### config.mk
export PLATFORM = sky130hd
export DESIGN_NAME = serial_add_ctrl
export DESIGN_NICKNAME = d
export VERILOG_FILES = /design/src/rtl/serial_add_pkg.sv /design/src/rtl/full_adder_bit.sv /design/src/rtl/serial_add_ctrl.sv
export SDC_FILE = /design/constraint.sdc
export NUM_CORES = 1
export LEC_CHECK = 0
export CAP_MARGIN = 5
export CORE_UTILIZATION = 55
export DETAILED_ROUTE_END_ITERATION = 16
export PLACE_DENSITY = 0.83
export SLEW_MARGIN = 20
export SYNTH_ARGS = -nofsm -noshare
export SYNTH_HDL_FRONTEND = slang
export SYNTH_HIERARCHICAL = 1
export SYNTH_SLANG_ARGS = --single-unit
export TNS_END_PERCENT = 5
### constraint.sdc
create_clock -name clk -period 1.97 [get_ports clk]
set_input_delay 0.197 -clock clk [delete_from_list [all_inputs] [get_ports clk]]
set_output_delay 0.197 -clock clk [all_outputs]
set_load 0.1 [all_outputs]
### src/rtl/serial_add_pkg.sv
// Shared definitions for the bit-serial add/subtract controller:
// the FSM state encoding and the default operand width.
package serial_add_pkg;

  localparam int DEFAULT_WIDTH = 8;

  // Encoding 2'd3 is never entered on purpose; the controller recovers from it to IDLE.
  typedef enum logic [1:0] {
    IDLE    = 2'd0,
    RUN     = 2'd1,
    DONE    = 2'd2,
    ILLEGAL = 2'd3
  } state_t;

endpackage

### src/rtl/full_adder_bit.sv
// One-bit full-adder cell: purely combinational, assembled from XOR/AND/OR gates.
module full_adder_bit (
  input  logic a,
  input  logic b,
  input  logic ci,
  output logic s,
  output logic co
);

  logic prop;
  logic gen;
  logic prop_carry;

  // Carry out is either generated by a&b or propagated from ci when a^b.
  assign prop       = a ^ b;
  assign gen        = a & b;
  assign prop_carry = prop & ci;
  assign s          = prop ^ ci;
  assign co         = gen | prop_carry;

endmodule

### src/rtl/serial_add_ctrl.sv
// Bit-serial add/subtract controller: steps one shared full-adder cell through
// WIDTH cycles, LSB first, and latches sum, carry-out and signed overflow at the end.
module serial_add_ctrl
  import serial_add_pkg::*;
#(
  parameter int WIDTH = DEFAULT_WIDTH
) (
  input  logic             clk,
  input  logic             rst,
  input  logic             start,
  input  logic [WIDTH-1:0] op_a,
  input  logic [WIDTH-1:0] op_b,
  input  logic             cin,
  input  logic             sub,
  output logic             busy,
  output logic             done,
  output logic [WIDTH-1:0] sum,
  output logic             cout,
  output logic             overflow
);

  localparam int CW = $clog2(WIDTH);
  localparam logic [CW-1:0] CNT_MSB_IN = CW'(WIDTH - 2);
  localparam logic [CW-1:0] CNT_LAST   = CW'(WIDTH - 1);

  state_t          state;
  logic [WIDTH-1:0] a_sh;
  logic [WIDTH-1:0] b_sh;
  logic [WIDTH-1:0] res_sh;
  logic            carry;
  logic            c_msb_in;
  logic [CW-1:0]   cnt;

  logic fa_s;
  logic fa_co;

  full_adder_bit u_fa (
    .a  (a_sh[0]),
    .b  (b_sh[0]),
    .ci (carry),
    .s  (fa_s),
    .co (fa_co)
  );

  // Subtraction is folded into the load: B is inverted and the carry-in flipped,
  // so the RUN loop only ever adds.
  always_ff @(posedge clk) begin
    if (rst) begin
      state    <= IDLE;
      a_sh     <= '0;
      b_sh     <= '0;
      res_sh   <= '0;
      carry    <= 1'b0;
      c_msb_in <= 1'b0;
      cnt      <= '0;
      busy     <= 1'b0;
      done     <= 1'b0;
      sum      <= '0;
      cout     <= 1'b0;
      overflow <= 1'b0;
    end else begin
      done <= 1'b0;
      case (state)
        IDLE: begin
          if (start) begin
            a_sh  <= op_a;
            b_sh  <= sub ? ~op_b : op_b;
            carry <= cin ^ sub;
            cnt   <= '0;
            busy  <= 1'b1;
            state <= RUN;
          end
        end

        RUN: begin
          a_sh   <= a_sh >> 1;
          b_sh   <= b_sh >> 1;
          res_sh <= {fa_s, res_sh[WIDTH-1:1]};
          carry  <= fa_co;
          cnt    <= cnt + CW'(1);
          if (cnt == CNT_MSB_IN) begin
            c_msb_in <= fa_co;
          end
          if (cnt == CNT_LAST) begin
            sum      <= {fa_s, res_sh[WIDTH-1:1]};
            cout     <= fa_co;
            overflow <= c_msb_in ^ fa_co;
            cnt      <= '0;
            busy     <= 1'b0;
            done     <= 1'b1;
            state    <= DONE;
          end
        end

        DONE: begin
          state <= IDLE;
        end

        default: begin
          busy  <= 1'b0;
          state <= IDLE;
        end
      endcase
    end
  end

endmodule

==> metrics.yaml, run 1 <==
status: "finished clean"
avgSynthCellArea_sq_um: 8.64
die_w_um: 59.7
power_leakage_nw: 0.806
rsz0062_at_grt: "no"
fill_cells: 280
cts_max_level: 2
ys_seq_area_share_pct: 45.9
routed-wl-met2_um: 1510
rows: 20
hold_viol_final: 0
nNetsFinal: 264
grt_max_degree: 25
ir_worst_vdd_uv: 503
finalCritPeriodShare_pct: 82.5
via_per_inst: 5.38
synth-edff-count: 0
initial_utilization_pct: 59.0
clk_path_buf_depth: 2
syn2layout_area_growth_pct: 20.4
worst_setup_path_end_kind: "register"
post_dp_cell_area_sq_um: 2130
first_pass_iters: 4
cts_hold_buf: 0
cts_made_buffers: 5
synth_seq_cells: 42
numPortBuffers: 32
wirelength_um: 3430
synth_top_area_share_pct: 45.9
synth_cell_types: 32
cp-start-kind: "register"
finalMaxSlewViolations: 0
cts-root-buf: "clkbuf_4"
fmax_ghz: 0.615
syn_inst: 212
yosys.area.top_type: "dfxtp_1"
setup_viol: 0
grt_pass1_vias: 1330
grt_remaining_overflow: 0
drc: 0
clock_latency_ns: 0.36
power_density_nw_per_um2: 759
ant_nets: 0
crit_fanout: 24
hp-start: "sum[5]$_SDFFE_PP0P_"
synth_top_family_by_area: "simple AND/OR/NAND/NOR gates"
core_sq_um: 3100
top_layer_used: "met4"
die_y_um: 59.7
drv_cap: 0
slowest_stage: "o21bai_1"
min_period_ns: 1.63
met1Wirelength_um: 1650
crit_chain: "buf_4, o21bai_1, a22oi_1, o22ai_1"
yosys.area_share.adder_pct: 3.14
num_antenna_cells: 0
grt_pass1_wl_um: 5780
slowest_delay_ns: 0.67
final_cell_count_no_fill: 284
yosysWarnings: 6
synthMuxAreaShare_pct: 0.615
seq_area_sq_um: 841
path_class: "register to register"
tightest_slew_ns: 0.810
drive_above_1_share_pct: 11.7
synth_xor_area_share_pct: 4.78
placed_cells: 276
vias: 1528
synth-compound-area-share_pct: 17.8
io_pins: 33
syn-num-nets: 237
dieArea_sq_um: 3570
cts_resized: 0
r2r-start: "state[0]$_SDFFE_PP0P_"
cp.required_ns: 2.26
crit_start: "state[0]$_SDFFE_PP0P_"
gp_congestion: 0.779
synth_area_sq_um: 1830
final_cell_area_sq_um: 2200
fin_worst_skew_ns: 0.00946
grt_use_total_pct: 21.9
yosys.area_share.simple_pct: 21.9
rrSetupSlack_ns: 0.34
antenna_found_initial: 0
worstHoldPathType: "register to register"
cts.sinks: 42
multi_input_area_sq_um: 887
drt_iter0_drc: 89
place_hpwl_um: 2290
wl_met3_um: 188
post_cts_buffers: 0
path_clk_slew_ns: 0.12
routedWlPerCell_um: 12.1
worst-endpoint-arrival_ns: 1.91
slew_headroom_pct: 45.9
async_flop_share_pct: 0
finalSetupTns_ns: 0
cts_tree: "yes"
ys.flop_type: "dfxtp_1"
synthTopCellsByArea: "dfxtp_1 (46%), nand2_1 (7.2%), a21oi_1 (7.1%), xnor2_1 (4.8%), a22oi_1 (4.1%)"
-- logic make-up after synthesis --
family	after synthesis
xor+xnor	10
fa+ha+maj	4
flops	42
buf+inv	20
mux	1
compound gates	53
simple gates	82
-- layout make-up --
cell class | count | area share, %
multi-input combinational | 150 | 40.2
sequential | 42 | 38.1
timing repair buffer | 38 | 15.2
tap | 44 | 2.50
clock buffer | 6 | 1.87
clock inverter | 2 | 1.70
inverter | 2 | 0.341
-- layer usage --
layer	up-vias	track usage, %
met3	8	4.98
met5	-	0
met1	702	29.1
met4	0	13.6
li1	776	-
met2	42	31.9
-- state kept, by name, summed over array words and instances (netlist names) --
register  count
b_sh          8
cout          1
sum           8
state         2
res_sh        7
c_msb_in      1
carry         1
done          1
cnt           3
a_sh          8
busy          1
overflow      1
-- placed cells by master, fill, tap and decap left out, types with 2 or more instances in the layout --
cell / n
nand2_1: 35
dfxtp_1: 42
nand3b_1: 2
nor2_1: 15
a22oi_1: 10
ha_1: 3
xnor2_1: 10
o21ai_1: 2
nor3_1: 8
o22ai_1: 8
nand2b_1: 10
clkbuf_4: 5
inv_1: 2
a21oi_1: 26
or3b_1: 7
buf_4: 18
clkdlybuf4s50_1: 20
-- synthesized netlist by cell type, types with 3 or more instances --
library cell	number
nor3_1	8
a21oi_1	26
or3b_1	7
nor2_1	15
dfxtp_1	42
nand2_1	35
nand2b_1	10
a22oi_1	10
clkbuf_1	6
o22ai_1	8
buf_4	4
xnor2_1	10
buf_2	7
ha_1	3
-- stage by stage --
stage	hold WS, ns	power (mW)	utilization (%)	worst slack (ns)
floorplan	0.360	1.07	-	0.646
global placement	0.444	1.14	68.4	0.158
detailed placement	0.448	1.14	68.5	0.111
CTS	0.466	1.68	71.0	0.362
global route	0.483	1.74	71.0	0.208
finish	0.462	1.67	71.0	0.345
-- report_power, final --
part	switching (mW)	total (mW)	leakage [nW]	internal [mW]
combinational	0.108	0.217	0.425	0.109
clock	0.283	0.551	0.0385	0.268
sequential	0.0204	0.905	0.343	0.885
-- critical path, delay by kind of cell (launching register included) --
kind	cells	cell delay, ns
AOI/OAI and AO/OA	3	1.02
buffers and inverters	1	0.20
DFF	1	0.33
-- path summary, 6_finish.rpt --
kind / to / cells after the start
max: b_sh[0]$_SDFFE_PP0P_ / 4
max reg2reg: b_sh[0]$_SDFFE_PP0P_ / 4
min reg2reg: sum[5]$_SDFFE_PP0P_ / 2
min: sum[5]$_SDFFE_PP0P_ / 2
Power figures use the tool's default switching activity.
==> inputs of run 2 (changes only) <==
--- a/config.mk
+++ b/config.mk
@@ -6,9 +6,9 @@
 export NUM_CORES = 1
 export LEC_CHECK = 0
 export CAP_MARGIN = 5
-export CORE_UTILIZATION = 55
+export CORE_UTILIZATION = 51
 export DETAILED_ROUTE_END_ITERATION = 16
-export PLACE_DENSITY = 0.83
+export PLACE_DENSITY = 0.78
 export SLEW_MARGIN = 20
 export SYNTH_ARGS = -nofsm -noshare
 export SYNTH_HDL_FRONTEND = slang
==> constraint.sdc (replaced) <==
create_clock -name clk -period 1.7 [get_ports clk]
set_input_delay 0.17 -clock clk [delete_from_list [all_inputs] [get_ports clk]]
set_output_delay 0.17 -clock clk [all_outputs]
set_load 0.1 [all_outputs]
==> metrics.yaml, run 2 (synthesis gave the netlist of run 1 again) <==
status: "finished clean"
routedWlPerCell_um: 12.1
intPower_mw: 1.36
ant_nets: 0
final_cell_mix: "dfxtp_1 (42), nand2_1 (35), a21oi_1 (26), buf_4 (24), clkdlybuf4s50_1 (20)"
rows: 21
fin_worst_skew_ns: 0.00842
grtUsageMet3_pct: 6.63
fmax_ghz: 0.678
switching_power_mw: 0.468
top_usage_layer: "met2"
via_per_inst: 5.14
wirelength_um: 3530
clock_latency_ns: 0.36
worst_setup_path_end_kind: "register"
finalMaxSlewViolations: 0
gp_congestion: 0.716
io_pins: 33
drc: 0
grt_pass1_wl_um: 5510
drive_above_1_share_pct: 13.8
grt_pass1_vias: 1257
cts_max_level: 2
finalPower_mw: 1.82
seqPwrFrac_pct: 57.5
dieArea_sq_um: 3840
drt_iter0_drc: 30
clk_path_buf_depth: 2
cts.sinks: 42
vias: 1501
power_density_nw_per_um2: 816
use_met2_pct: 32.9
ir_worst_vdd_uv: 472
slew_headroom_pct: 50.4
drv_cap: 0
setup_viol: 0
cp-start-kind: "register"
pwr-share-clk_pct: 28.4
core_sq_um: 3390
cts_hold_buf: 0
initial_utilization_pct: 54.0
num_antenna_cells: 0
worstHoldPathType: "input port to register"
die_w_um: 61.9
numPortBuffers: 32
finalSetupTns_ns: 0
nNetsFinal: 270
post_cts_buffers: 0
die_y_um: 61.9
reg.largest.list: "a_sh: 8 flops, b_sh: 8 flops, sum: 8 flops"
worst-endpoint-arrival_ns: 1.75
grt_max_degree: 30
finalCritPeriodShare_pct: 86.8
min_period_ns: 1.47
cts_made_buffers: 5
fin_util_pct: 65.9
power_leakage_nw: 0.831
antenna_found_initial: 0
first_pass_iters: 4
tightest_slew_ns: 0.743
cts_tree: "yes"
final_common_cell: "dfxtp_1"
path_class: "register to register"
cts_resized: 0
pwr-share-comb_pct: 14.1
crit_fanout: 15
grt.met1_usage_pct: 23.6
cts-root-buf: "clkbuf_4"
p_sw_share_pct: 25.7
place_hpwl_um: 2370
grt_remaining_overflow: 0
grt_use_total_pct: 20.1
path_clk_slew_ns: 0.12
rsz0062_at_grt: "no"
hold_viol_final: 0
syn2layout_area_growth_pct: 22.0
cp.required_ns: 1.98
[run 2: cell types whose count changed in the layout (fill, tap and decap cells not counted), sizes merged]
cell and change:
buf +6, bufinv -1, clkinv +1
[run 2: worst paths after layout]
check	start	to	slack (ns)	depth (start not counted)
min reg2reg	sum[3]$_SDFFE_PP0P_	sum[3]$_SDFFE_PP0P_	0.46	2
max	state[1]$_SDFFE_PP0P_	b_sh[0]$_SDFFE_PP0P_	0.23	3
max reg2reg	state[1]$_SDFFE_PP0P_	b_sh[0]$_SDFFE_PP0P_	0.23	3
min	cin	carry$_SDFFE_PP0P_	0.46	3
[run 2: layer usage]
metal	up-vias	share of wire, %
li1	793	-
met1	680	49
met2	22	47
met3	6	3.0
met4	0	1.2
met5	-	0
[run 2: metrics by stage]
stage / hold WS [ns] / worst slack (ns) / instance area [sq um] / instances
6_report: 0.456 / 0.225 / 2230 / 292
5_1_grt: 0.458 / 0.0326 / 2230 / 292
4_1_cts: 0.451 / 0.217 / 2230 / 292
3_5_place_dp: 0.447 / 0.0344 / 2170 / 284
3_3_place_gp: 0.442 / 0.0460 / 2170 / 284
2_1_floorplan: 0.333 / 0.376 / 1830 / 212
[run 2: critical path, cell delays in order, from the launching register on]
cell	delay (ns)
dfxtp_1	0.60
o21bai_1	0.42
a22oi_1	0.16
o22ai_1	0.21
[run 2: power by group through the flow]
stage	clock (mW)	combinational [mW]	sequential, mW
global placement	0	0.256	1.07
global route	0.577	0.286	1.05
CTS	0.536	0.260	1.05
floorplan	0	0.163	1.08
detailed placement	0	0.257	1.07
finish	0.519	0.256	1.05
[run 2: cell type report]
cell class / count / area [sq um]
Tap cell: 46 / 57.6
Multi-Input combinational cell: 150 / 885
Clock inverter: 2 / 12.5
Inverter: 2 / 7.51
Fill cell: 292 / 1150
Sequential cell: 42 / 841
Timing Repair Buffer: 44 / 380
Clock buffer: 6 / 51.3
